===== config.mk =====
export PLATFORM = sky130hd
export DESIGN_NAME = imem_arbiter
export DESIGN_NICKNAME = d
export VERILOG_FILES = /design/src/rtl/imem_arbiter.sv
export SDC_FILE = /design/constraint.sdc
export NUM_CORES = 1
export LEC_CHECK = 0
export CORE_MARGIN = 2
export CORE_UTILIZATION = 30
export CTS_CLUSTER_SIZE = 28
export DETAILED_ROUTE_END_ITERATION = 8
export PLACE_DENSITY = 0.84
export SETUP_SLACK_MARGIN = 0.05
export SLEW_MARGIN = 20
export SYNTH_ARGS = -nofsm -noshare
export SYNTH_HDL_FRONTEND = slang
export SYNTH_SLANG_ARGS = --single-unit

===== constraint.sdc =====
create_clock -name clk -period 3.8 [get_ports clk]
set_input_delay 0.76 -clock clk [delete_from_list [all_inputs] [get_ports clk]]
set_output_delay 0.76 -clock clk [all_outputs]
set_load 0.005 [all_outputs]

===== src/rtl/imem_arbiter.sv =====
// Instruction-memory port arbiter: shares one memory port between the CPU fetch stage
// and the program loader, with loader starvation protection and a loader lock mode.
module imem_arbiter #(
    parameter int DW         = 32,
    parameter int AW         = 32,
    parameter int STARVE_MAX = 4
) (
    input  logic          clk,
    input  logic          reset,
    input  logic          cpu_req,
    input  logic [AW-1:0] cpu_ia,
    output logic          cpu_ready,
    output logic          cpu_valid,
    output logic [DW-1:0] cpu_id,
    output logic          cpu_stall,
    input  logic          ldr_req,
    input  logic          ldr_we,
    input  logic          ldr_hold,
    input  logic [AW-1:0] ldr_addr,
    input  logic [DW-1:0] ldr_wdata,
    output logic          ldr_ready,
    output logic          ldr_valid,
    output logic [DW-1:0] ldr_rdata,
    output logic [AW-1:0] mem_ia,
    output logic          mem_we,
    output logic [DW-1:0] mem_wd,
    input  logic [DW-1:0] mem_id
);

    localparam int SW = $clog2(STARVE_MAX + 1);
    localparam logic [SW-1:0] STARVE_TOP = SW'(STARVE_MAX);

    localparam logic [0:0] ST_ARB  = 1'b0;
    localparam logic [0:0] ST_LOCK = 1'b1;

    logic [0:0]    state_q, state_d;
    logic [SW-1:0] starve_q, starve_d;
    logic          cpu_valid_q, cpu_valid_d;
    logic          ldr_valid_q, ldr_valid_d;
    logic [DW-1:0] cpu_id_q, cpu_id_d;
    logic [DW-1:0] ldr_rdata_q, ldr_rdata_d;
    logic          cpu_gnt_s, ldr_gnt_s;

    // The memory never sees the supervisor bit.
    function automatic logic [AW-1:0] strip_sup(input logic [AW-1:0] addr);
        strip_sup = {1'b0, addr[AW-2:0]};
    endfunction

    // Grant decision: CPU has priority in ARB unless the loader has waited too long.
    always_comb begin
        cpu_gnt_s = 1'b0;
        ldr_gnt_s = 1'b0;
        case (state_q)
            ST_ARB: begin
                if (ldr_req && (!cpu_req || (starve_q == STARVE_TOP))) begin
                    ldr_gnt_s = 1'b1;
                end else begin
                    cpu_gnt_s = cpu_req;
                end
            end
            ST_LOCK: begin
                ldr_gnt_s = ldr_req;
            end
            default: begin
                cpu_gnt_s = 1'b0;
                ldr_gnt_s = 1'b0;
            end
        endcase
    end

    // Next-state for lock FSM; the cycle that drops hold still belongs to the loader.
    always_comb begin
        state_d = ST_ARB;
        case (state_q)
            ST_ARB: begin
                if (ldr_gnt_s && ldr_hold) begin
                    state_d = ST_LOCK;
                end else begin
                    state_d = ST_ARB;
                end
            end
            ST_LOCK: begin
                if (ldr_hold) begin
                    state_d = ST_LOCK;
                end else begin
                    state_d = ST_ARB;
                end
            end
            default: state_d = ST_ARB;
        endcase
    end

    // Starvation counter and registered response next-state.
    always_comb begin
        starve_d    = {SW{1'b0}};
        cpu_valid_d = cpu_gnt_s;
        ldr_valid_d = ldr_gnt_s;
        cpu_id_d    = cpu_id_q;
        ldr_rdata_d = ldr_rdata_q;
        if (ldr_req && !ldr_gnt_s) begin
            if (starve_q == STARVE_TOP) begin
                starve_d = starve_q;
            end else begin
                starve_d = starve_q + SW'(1);
            end
        end else begin
            starve_d = {SW{1'b0}};
        end
        if (cpu_gnt_s) begin
            cpu_id_d = mem_id;
        end else begin
            cpu_id_d = cpu_id_q;
        end
        // mem_id is read before the edge that commits a loader write, so rdata is pre-write.
        if (ldr_gnt_s) begin
            ldr_rdata_d = mem_id;
        end else begin
            ldr_rdata_d = ldr_rdata_q;
        end
    end

    // State and response registers with synchronous reset.
    always_ff @(posedge clk) begin
        if (reset) begin
            state_q     <= ST_ARB;
            starve_q    <= {SW{1'b0}};
            cpu_valid_q <= 1'b0;
            ldr_valid_q <= 1'b0;
            cpu_id_q    <= {DW{1'b0}};
            ldr_rdata_q <= {DW{1'b0}};
        end else begin
            state_q     <= state_d;
            starve_q    <= starve_d;
            cpu_valid_q <= cpu_valid_d;
            ldr_valid_q <= ldr_valid_d;
            cpu_id_q    <= cpu_id_d;
            ldr_rdata_q <= ldr_rdata_d;
        end
    end

    assign cpu_ready = cpu_gnt_s;
    assign ldr_ready = ldr_gnt_s;
    assign cpu_stall = cpu_req & ~cpu_gnt_s;
    assign mem_ia    = ldr_gnt_s ? strip_sup(ldr_addr) : strip_sup(cpu_ia);
    assign mem_we    = ldr_gnt_s & ldr_we;
    assign mem_wd    = ldr_wdata;
    assign cpu_valid = cpu_valid_q;
    assign ldr_valid = ldr_valid_q;
    assign cpu_id    = cpu_id_q;
    assign ldr_rdata = ldr_rdata_q;

endmodule


# ---- Word level (Yosys, flattened, before mapping)
# Index checks and enable logic that the tools add are counted.
dict set report word_totals {
  reg_bits 70
  input_bits 134
  out_inout_bits 134
  wordCells 28
}
dict set report op_classes {
  add_sub_neg 1
  eq_ne 1
  muxes 8
  bitwise 5
  n_reduce_logical 7
}
# operator count
set ops {}
lappend ops {{$mux 31} 1}
lappend ops {{$mux 1} 5}
lappend ops {{$pmux 1 s2} 2}
lappend ops {{$add 3x1->3 const B} 1}
lappend ops {{$eq 3x3->1 const B} 1}
lappend ops {{$logic_and 1x1->1} 3}
lappend ops {{$not 1->1} 3}
lappend ops {{$and 1x1->1} 2}
lappend ops {{$logic_not 1->1} 2}
lappend ops {{$reduce_or 2->1} 1}
lappend ops {{$logic_or 1x1->1} 1}

# ---- Longest topological paths before layout
dict set report depth {
  word_depth 9
  ltp_mapped 7
}

# ---- Least setup slack after synthesis
# Ideal clock, no wire load.
dict set report synth_path {
  path_type {input-to-output}
  startpoint {input cpu_req}
  endpoint {output mem_ia[16]}
  arrival_time_ns 1.583
  required_ns 3.040
  setup_slack_ns 1.457
  path_stages 4
  path_buffers 1
  path_cell_list {nand2b_1 o21ai_4 buf_4 mux2_2}
}
dict set report synth_via {
  elab_chain_cells 6
}
# element line
set synth_lines {}
lappend synth_lines {{start: declaration} 10} ;# input logic cpu_req,
lappend synth_lines {{$logic_not 1->1} 55} ;# if (ldr_req && (!cpu_req || (starve_q == STARVE_TOP))) begin
lappend synth_lines {{$logic_or 1x1->1} 55}
lappend synth_lines {{$logic_and 1x1->1} 55}
lappend synth_lines {{$mux 1} 55}
lappend synth_lines {{$pmux 1 s2} 53} ;# case (state_q)
lappend synth_lines {{$mux 31} 144} ;# assign mem_ia = ldr_gnt_s ? strip_sup(ldr_addr) : strip_sup(cpu_ia);
lappend synth_lines {{end: declaration} 24} ;# output logic [AW-1:0] mem_ia,
# Every way passes these cells.

# ---- Final worst setup path
dict set report layout_path {
  startpoint {input cpu_req}
  endpoint {output mem_ia[2]}
}
# The elaborated chain is that of the path after synthesis.

==> results.sh <==
export IMPL_worstHoldPathType="reg -> reg"
export IMPL_drtAntennaViolNets=0
export IMPL_finalNonFillerCells=654
export IMPL_cp_max_fo=32
export IMPL_grt_pass1_vias=2928
export IMPL_first_pass_iters=4
export IMPL_syn_inst=344
export IMPL_reg2reg_depth=8
export IMPL_initial_core_util=0.306
export IMPL_design_power_total_uw=1870
export IMPL_layout_nets=645
export IMPL_mostFrequentLayoutCell="clkdlybuf4s50_1"
export IMPL_worstHoldStart="cpu_id[7]"
export IMPL_status="finished, final reports clean"
export IMPL_p_leak_uw=0.00218
export IMPL_required_ns=3.04
export IMPL_port_buffers=200
export IMPL_final_cell_mix="clkdlybuf4s50_1 (200), nand2_1 (101), dfxtp_1 (70)"
export IMPL_die_area_sq_um=11800
export IMPL_drtIter0Drc=57
export IMPL_tightest_slew_ns=0.647
export IMPL_yosysWarnings=0
export IMPL_powerDensity_nw_per_um2=348
export IMPL_drc=0
export IMPL_holdWs_ns=0.455
export IMPL_io_pins=268
export IMPL_area_growth_pct=64.0
export IMPL_cts_buffer_depth=2
export IMPL_worst_setup_path_type="in -> out"
export IMPL_holdPathStages=2
export IMPL_diodes=0
export IMPL_synth_distinct_cells=23
export IMPL_synth_nets=480
export IMPL_wl_per_cell_um=15.9
export IMPL_die_h_um=109
export IMPL_fin_tns_setup_ns=0
export IMPL_syn_area_per_cell_sq_um=9.55
export IMPL_max_slew_margin=0.568
export IMPL_crit_start="cpu_req"
export IMPL_period_needed_ns=3.43
export IMPL_cts_repair_resize_count=0
export IMPL_cp_start_kind="input port"
export IMPL_viasPerCell=4.44
export IMPL_fp_dieW_um=109
export IMPL_overflow=0
export IMPL_fillCellCount=995
export IMPL_cts_tree="done"
export IMPL_clkLatencyLatePin_ns=0.34
export IMPL_cts_buffers=9
export IMPL_synth_top_area_share=0.426
export IMPL_dpl_cell_area_sq_um=5170
export IMPL_cts_setup_buffers=0
export IMPL_grt_setup_unrepaired="false"
export IMPL_clkTransAtPathRegs_ns=0.07
export IMPL_place_gp_congestion=0.855
export IMPL_htreeDepth=3
export IMPL_worstPathArrival_ns=2.67
export IMPL_synthTopCellsByArea="dfxtp_1 (43%), mux2i_1 (19%), nand2_1 (12%), mux2_2 (11%), buf_4 (8.9%)"
export IMPL_irDropWorstVdd_mv=0.167
export IMPL_dr_total_vias=2907
export IMPL_grt_util_all_layers=0.166
export IMPL_syn_area_sq_um=3290
export IMPL_hpwl_um=8080
export IMPL_core_sq_um=10700
export IMPL_cts_sinks=70
export IMPL_synth_largest_area_cell="dfxtp_1"
export IMPL_fin_area_sq_um=5390
export IMPL_timing_fmax_mhz=292
export IMPL_maxSlewViolCount=0
export IMPL_hold_buffers=0
export IMPL_r2r_start="starve_q[1]"
export IMPL_reg2reg_slack_ns=1.73
export IMPL_rows=38
export IMPL_root_buffer="clkbuf_8"
export IMPL_placedCellCount=638
export IMPL_drt_total_wl_um=10400
export IMPL_post_route_cells_drive_above_1_share=0.105
export IMPL_finClkSkew_ns=0.0100
export IMPL_synth_seq_area_share=0.426
export IMPL_ys_ff_latch=70
export IMPL_post_route_period_util=0.902
export IMPL_grt_max_degree=61
export IMPL_final_setup_viol_count=0
export IMPL_antenna_found_initial=0
export IMPL_maxCapViolCount=0
export IMPL_grt_pass1_wl_um=15000
export IMPL_cp_end_kind="primary output"
export IMPL_hold_violations=0
cells in the mapped netlist:
cell      number
nand2b_1       1
buf_6          2
nand2_1      101
mux2i_1       64
inv_1          4
buf_2          2
dfxtp_1       70
a21boi_0       2
buf_4         39
o211a_1        1
nand3_1        1
nand4_1        1
inv_2          2
nor2_1         5
o21ai_4        1
clkbuf_1       9
nor2b_1        1
mux2_2        31
ha_1           2
a21oi_1        1
conb_1         1
and2_1         2
nor3_1         1
final timing paths:
check,to
setup / recovery,mem_ia[2]
hold / removal,cpu_id[7]
setup reg to reg,ldr_rdata[15]
hold reg to reg,cpu_id[7]
routing by layer:
layer	global-route usage	vias up	wire length, um
li1	-	1420	-
met1	0.170	1341	3920
met2	0.314	137	5350
met3	0.0628	9	1030
met4	0.0467	0	107
met5	0	-	0
registers in the layout (all words and copies together), names as in the netlist:
register   cells
starve_q       3
cpu_id        32
cpu_valid      1
state_q        1
ldr_valid      1
ldr_rdata     32
critical path, stage by stage:
cell and delay [ns]:
clkdlybuf4s50_1 0.50, nand2b_1 0.10, o21ai_4 0.17, buf_12 0.23, mux2_2 0.37, clkdlybuf4s50_1 0.51
stage by stage:
stage | worst slack, ns | utilization
after floorplan | 1.46 | -
after global placement | 0.357 | 0.482
after detailed placement | 0.334 | 0.482
after CTS | 0.326 | 0.502
after global routing | 0.250 | 0.502
final | 0.371 | 0.502
where the power goes:
group	total [uW]	internal, uW	switching [uW]
clock network	655	371	284
logic	419	276	143
registers	800	777	22.4
total	1870	1420	449
cell families after synthesis:
group                    share of synthesized area
AND/OR/NAND/NOR                              0.134
multiplexers                                 0.301
flip-flops                                   0.426
buffers and inverters                        0.116
AO/OA/AOI/OAI                               0.0141
adder cells (fa/ha/maj)                    0.00761
other                                      0.00114
layout make-up:
type                            count  area (sq um)  area share
Sequential cell                    70          1400       0.260
Multi-Input combinational cell    216          1500       0.279
Clock buffer                       11           131      0.0244
Inverter                            6          22.5     0.00418
Clock inverter                      5          83.8      0.0156
Tap cell                          140           175      0.0325
Timing Repair Buffer              206          2070       0.384
No activity file was read; power rests on OpenSTA's default activity.
==> variant (config.mk and constraints unchanged) <==
Make the reset (`reset`) asynchronous in one clocked block. Comments in the files are not updated.
--- a/src/rtl/imem_arbiter.sv
+++ b/src/rtl/imem_arbiter.sv
@@ -120,7 +120,7 @@
     end
 
     // State and response registers with synchronous reset.
-    always_ff @(posedge clk) begin
+    always_ff @(posedge clk or posedge reset) begin
         if (reset) begin
             state_q     <= ST_ARB;
             starve_q    <= {SW{1'b0}};
Formal check against the unedited RTL: differs if reset is asserted again (counterexample within 4 cycles, from zero or initial values and one cycle with reset high); with reset held inactive, the same outputs for 10 cycles.
==> variant against the unedited design <==
Final cell count decreased by 15%; routed wire length rose by 2.7%; sequential cell count unchanged; clock skew grew 1.0 ps; hold slack better by 24 ps; worst setup slack worse by 20 ps; sequential power grew 13%; via count down 13%; critical path type unchanged; power grew 29%; cell area grew 4.9%; clock power grew 31%; synthesized area increased by 4.9%; highest routed layer is now met5; non-clock buffer count unchanged; utilization is 0.23 points lower.
==> variant: results (changes against the unedited design) <==
Status
  – Status: finished clean (unchanged)

Routing
  – DR WL met2: 4850 um (was 5350 um)
  – Vias per Instance: 4.56 (was 4.44)
  – DRT iter0 DRCs: 80 (was 57)
  – Routed len/inst: 19.3 um (was 15.9 um)
  – Met3 Wirelength: 1520 um (was 1030 um)
  – Top routing layer used: met5 (was met4)
  – M1 wire length: 4140 um (was 3920 um)

Logic synthesis
  – Top cells by count, synth: 70 x dfrtp_1, 65 x mux2_2, 33 x buf_4, 30 x mux2_4, 5 x inv_1 (was 101 x nand2_1, 70 x dfxtp_1, 64 x mux2i_1, 39 x buf_4, 31 x mux2_2)
  – Dominant cells by area after synthesis: dfrtp_1 51%, mux2_2 21%, mux2_4 13%, buf_4 7.2%, buf_12 1.7% (was dfxtp_1 43%, mux2i_1 19%, nand2_1 12%, mux2_2 11%, buf_4 8.9%)
  – Post-synthesis mux area share: 34.6% (was 30.1%)
  – Ys flop type: dfrtp_1 (was dfxtp_1)
  – Synth Area in Adders: 0.726% (was 0.761%)
  – Yosys top cell by area: dfrtp_1 (was dfxtp_1)
  – Async S/R FF share, synth: 100% (was 0%)
  – Compound-gate portion of the synthesized area: 0.944% (was 1.41%)
  – Post-synthesis cell type count: 22 (was 23)
  – Sequential element share of the synthesized area: 50.8% (was 42.6%)
  – Net count of the mapped netlist: 368 (was 480)

Cells and area
  – Layout cells sized above 1: 29.1% (was 10.5%)
  – Fill cell count: 974 (was 995)
  – Nets: 543 (was 645)

Power and ir drop
  – IR drop worst, VDD: 0.257 mV (was 0.167 mV)
  – P_comb: 649 uW (was 419 uW)
  – Sw frac: 23.2% (was 24.0%)
  – Lkg Pwr: 2.39 nW (was 2.18 nW)
  – Switching power: 559 uW (was 449 uW)
  – Clock group share of total power: 35.5% (was 35.0%)

Global route
  – Initial antenna violation count: 0 (unchanged)
  – Pin count of the biggest net entering global routing: 71 (was 61)
  – Global Route Usage Sum: 17.5% (was 16.6%)
  – First-pass GRT wire length: 16500 um (was 15000 um)
  – Met2 Track Usage GR: 27.0% (was 31.4%)
  – Number of global-route vias before repair: 2906 (was 2928)
  – M1 GR Usage: 20.2% (was 17.0%)
  – Met3 Usage GRT: 10.2% (was 6.28%)

Timing
  – Worst hold slack: 480 ps (was 455 ps)
  – Setup Skew: 11.1 ps (was 10.0 ps)

Clock network
  – TritonCTS Buffers: 9 (unchanged)
  – CTS Hold Bufs: 0 (unchanged)
  – Htree depth: 3 (unchanged)
  – CTS Root Cell: clkbuf_16 (was clkbuf_8)

Worst setup path
  – Crit path max-delay family: buffers and inverters (unchanged)
  – Worst Path Arrival: 2690 ps (was 2670 ps)
  – Worst path max stage delay: 490 ps (was 510 ps)
  – R2R setup slack: 1600 ps (was 1730 ps)
  – Critical Path Sink: mem_ia[29] (was mem_ia[2])
  – Crit-path max FO: 24 (was 32)

Hold path
  – WHS Path Cells: 1 (was 2)
  – Hold Crit Start: starve_q[0] (was cpu_id[7])
  – Hold EP: starve_q[0] (was cpu_id[7])

Placement
  – Final HPWL DP: 8150 um (was 8080 um)
[variant: cell types whose count changed after synthesis, moves of 3 or more]
cell / delta
nand2_1: -98
dfrtp_1: +70
dfxtp_1: -70
mux2i_1: -63
mux2_2: +34
mux2_4: +30
clkbuf_1: -9
buf_4: -6
buf_12: +3
nor2_1: -3
[variant: area by class of cell]
class | instances | area [um2] | share of cell area, %
Multi-Input combinational cell | 114 | 1320 | 23.3
Clock buffer | 12 | 256 | 4.54
Clock inverter | 4 | 55.1 | 0.974
Timing Repair Buffer | 206 | 2070 | 36.7
Inverter | 6 | 22.5 | 0.398
Sequential cell | 70 | 1750 | 31.0
Tap cell | 143 | 179 | 3.17
[variant: per-stage QoR]
stage	cell area, um2	setup slack (ps)	cells
2_1_floorplan	3450	1270	232
3_3_place_gp	5340	343	539
3_5_place_dp	5340	330	539
4_1_cts	5650	319	555
5_1_grt	5650	241	555
6_report	5650	352	555
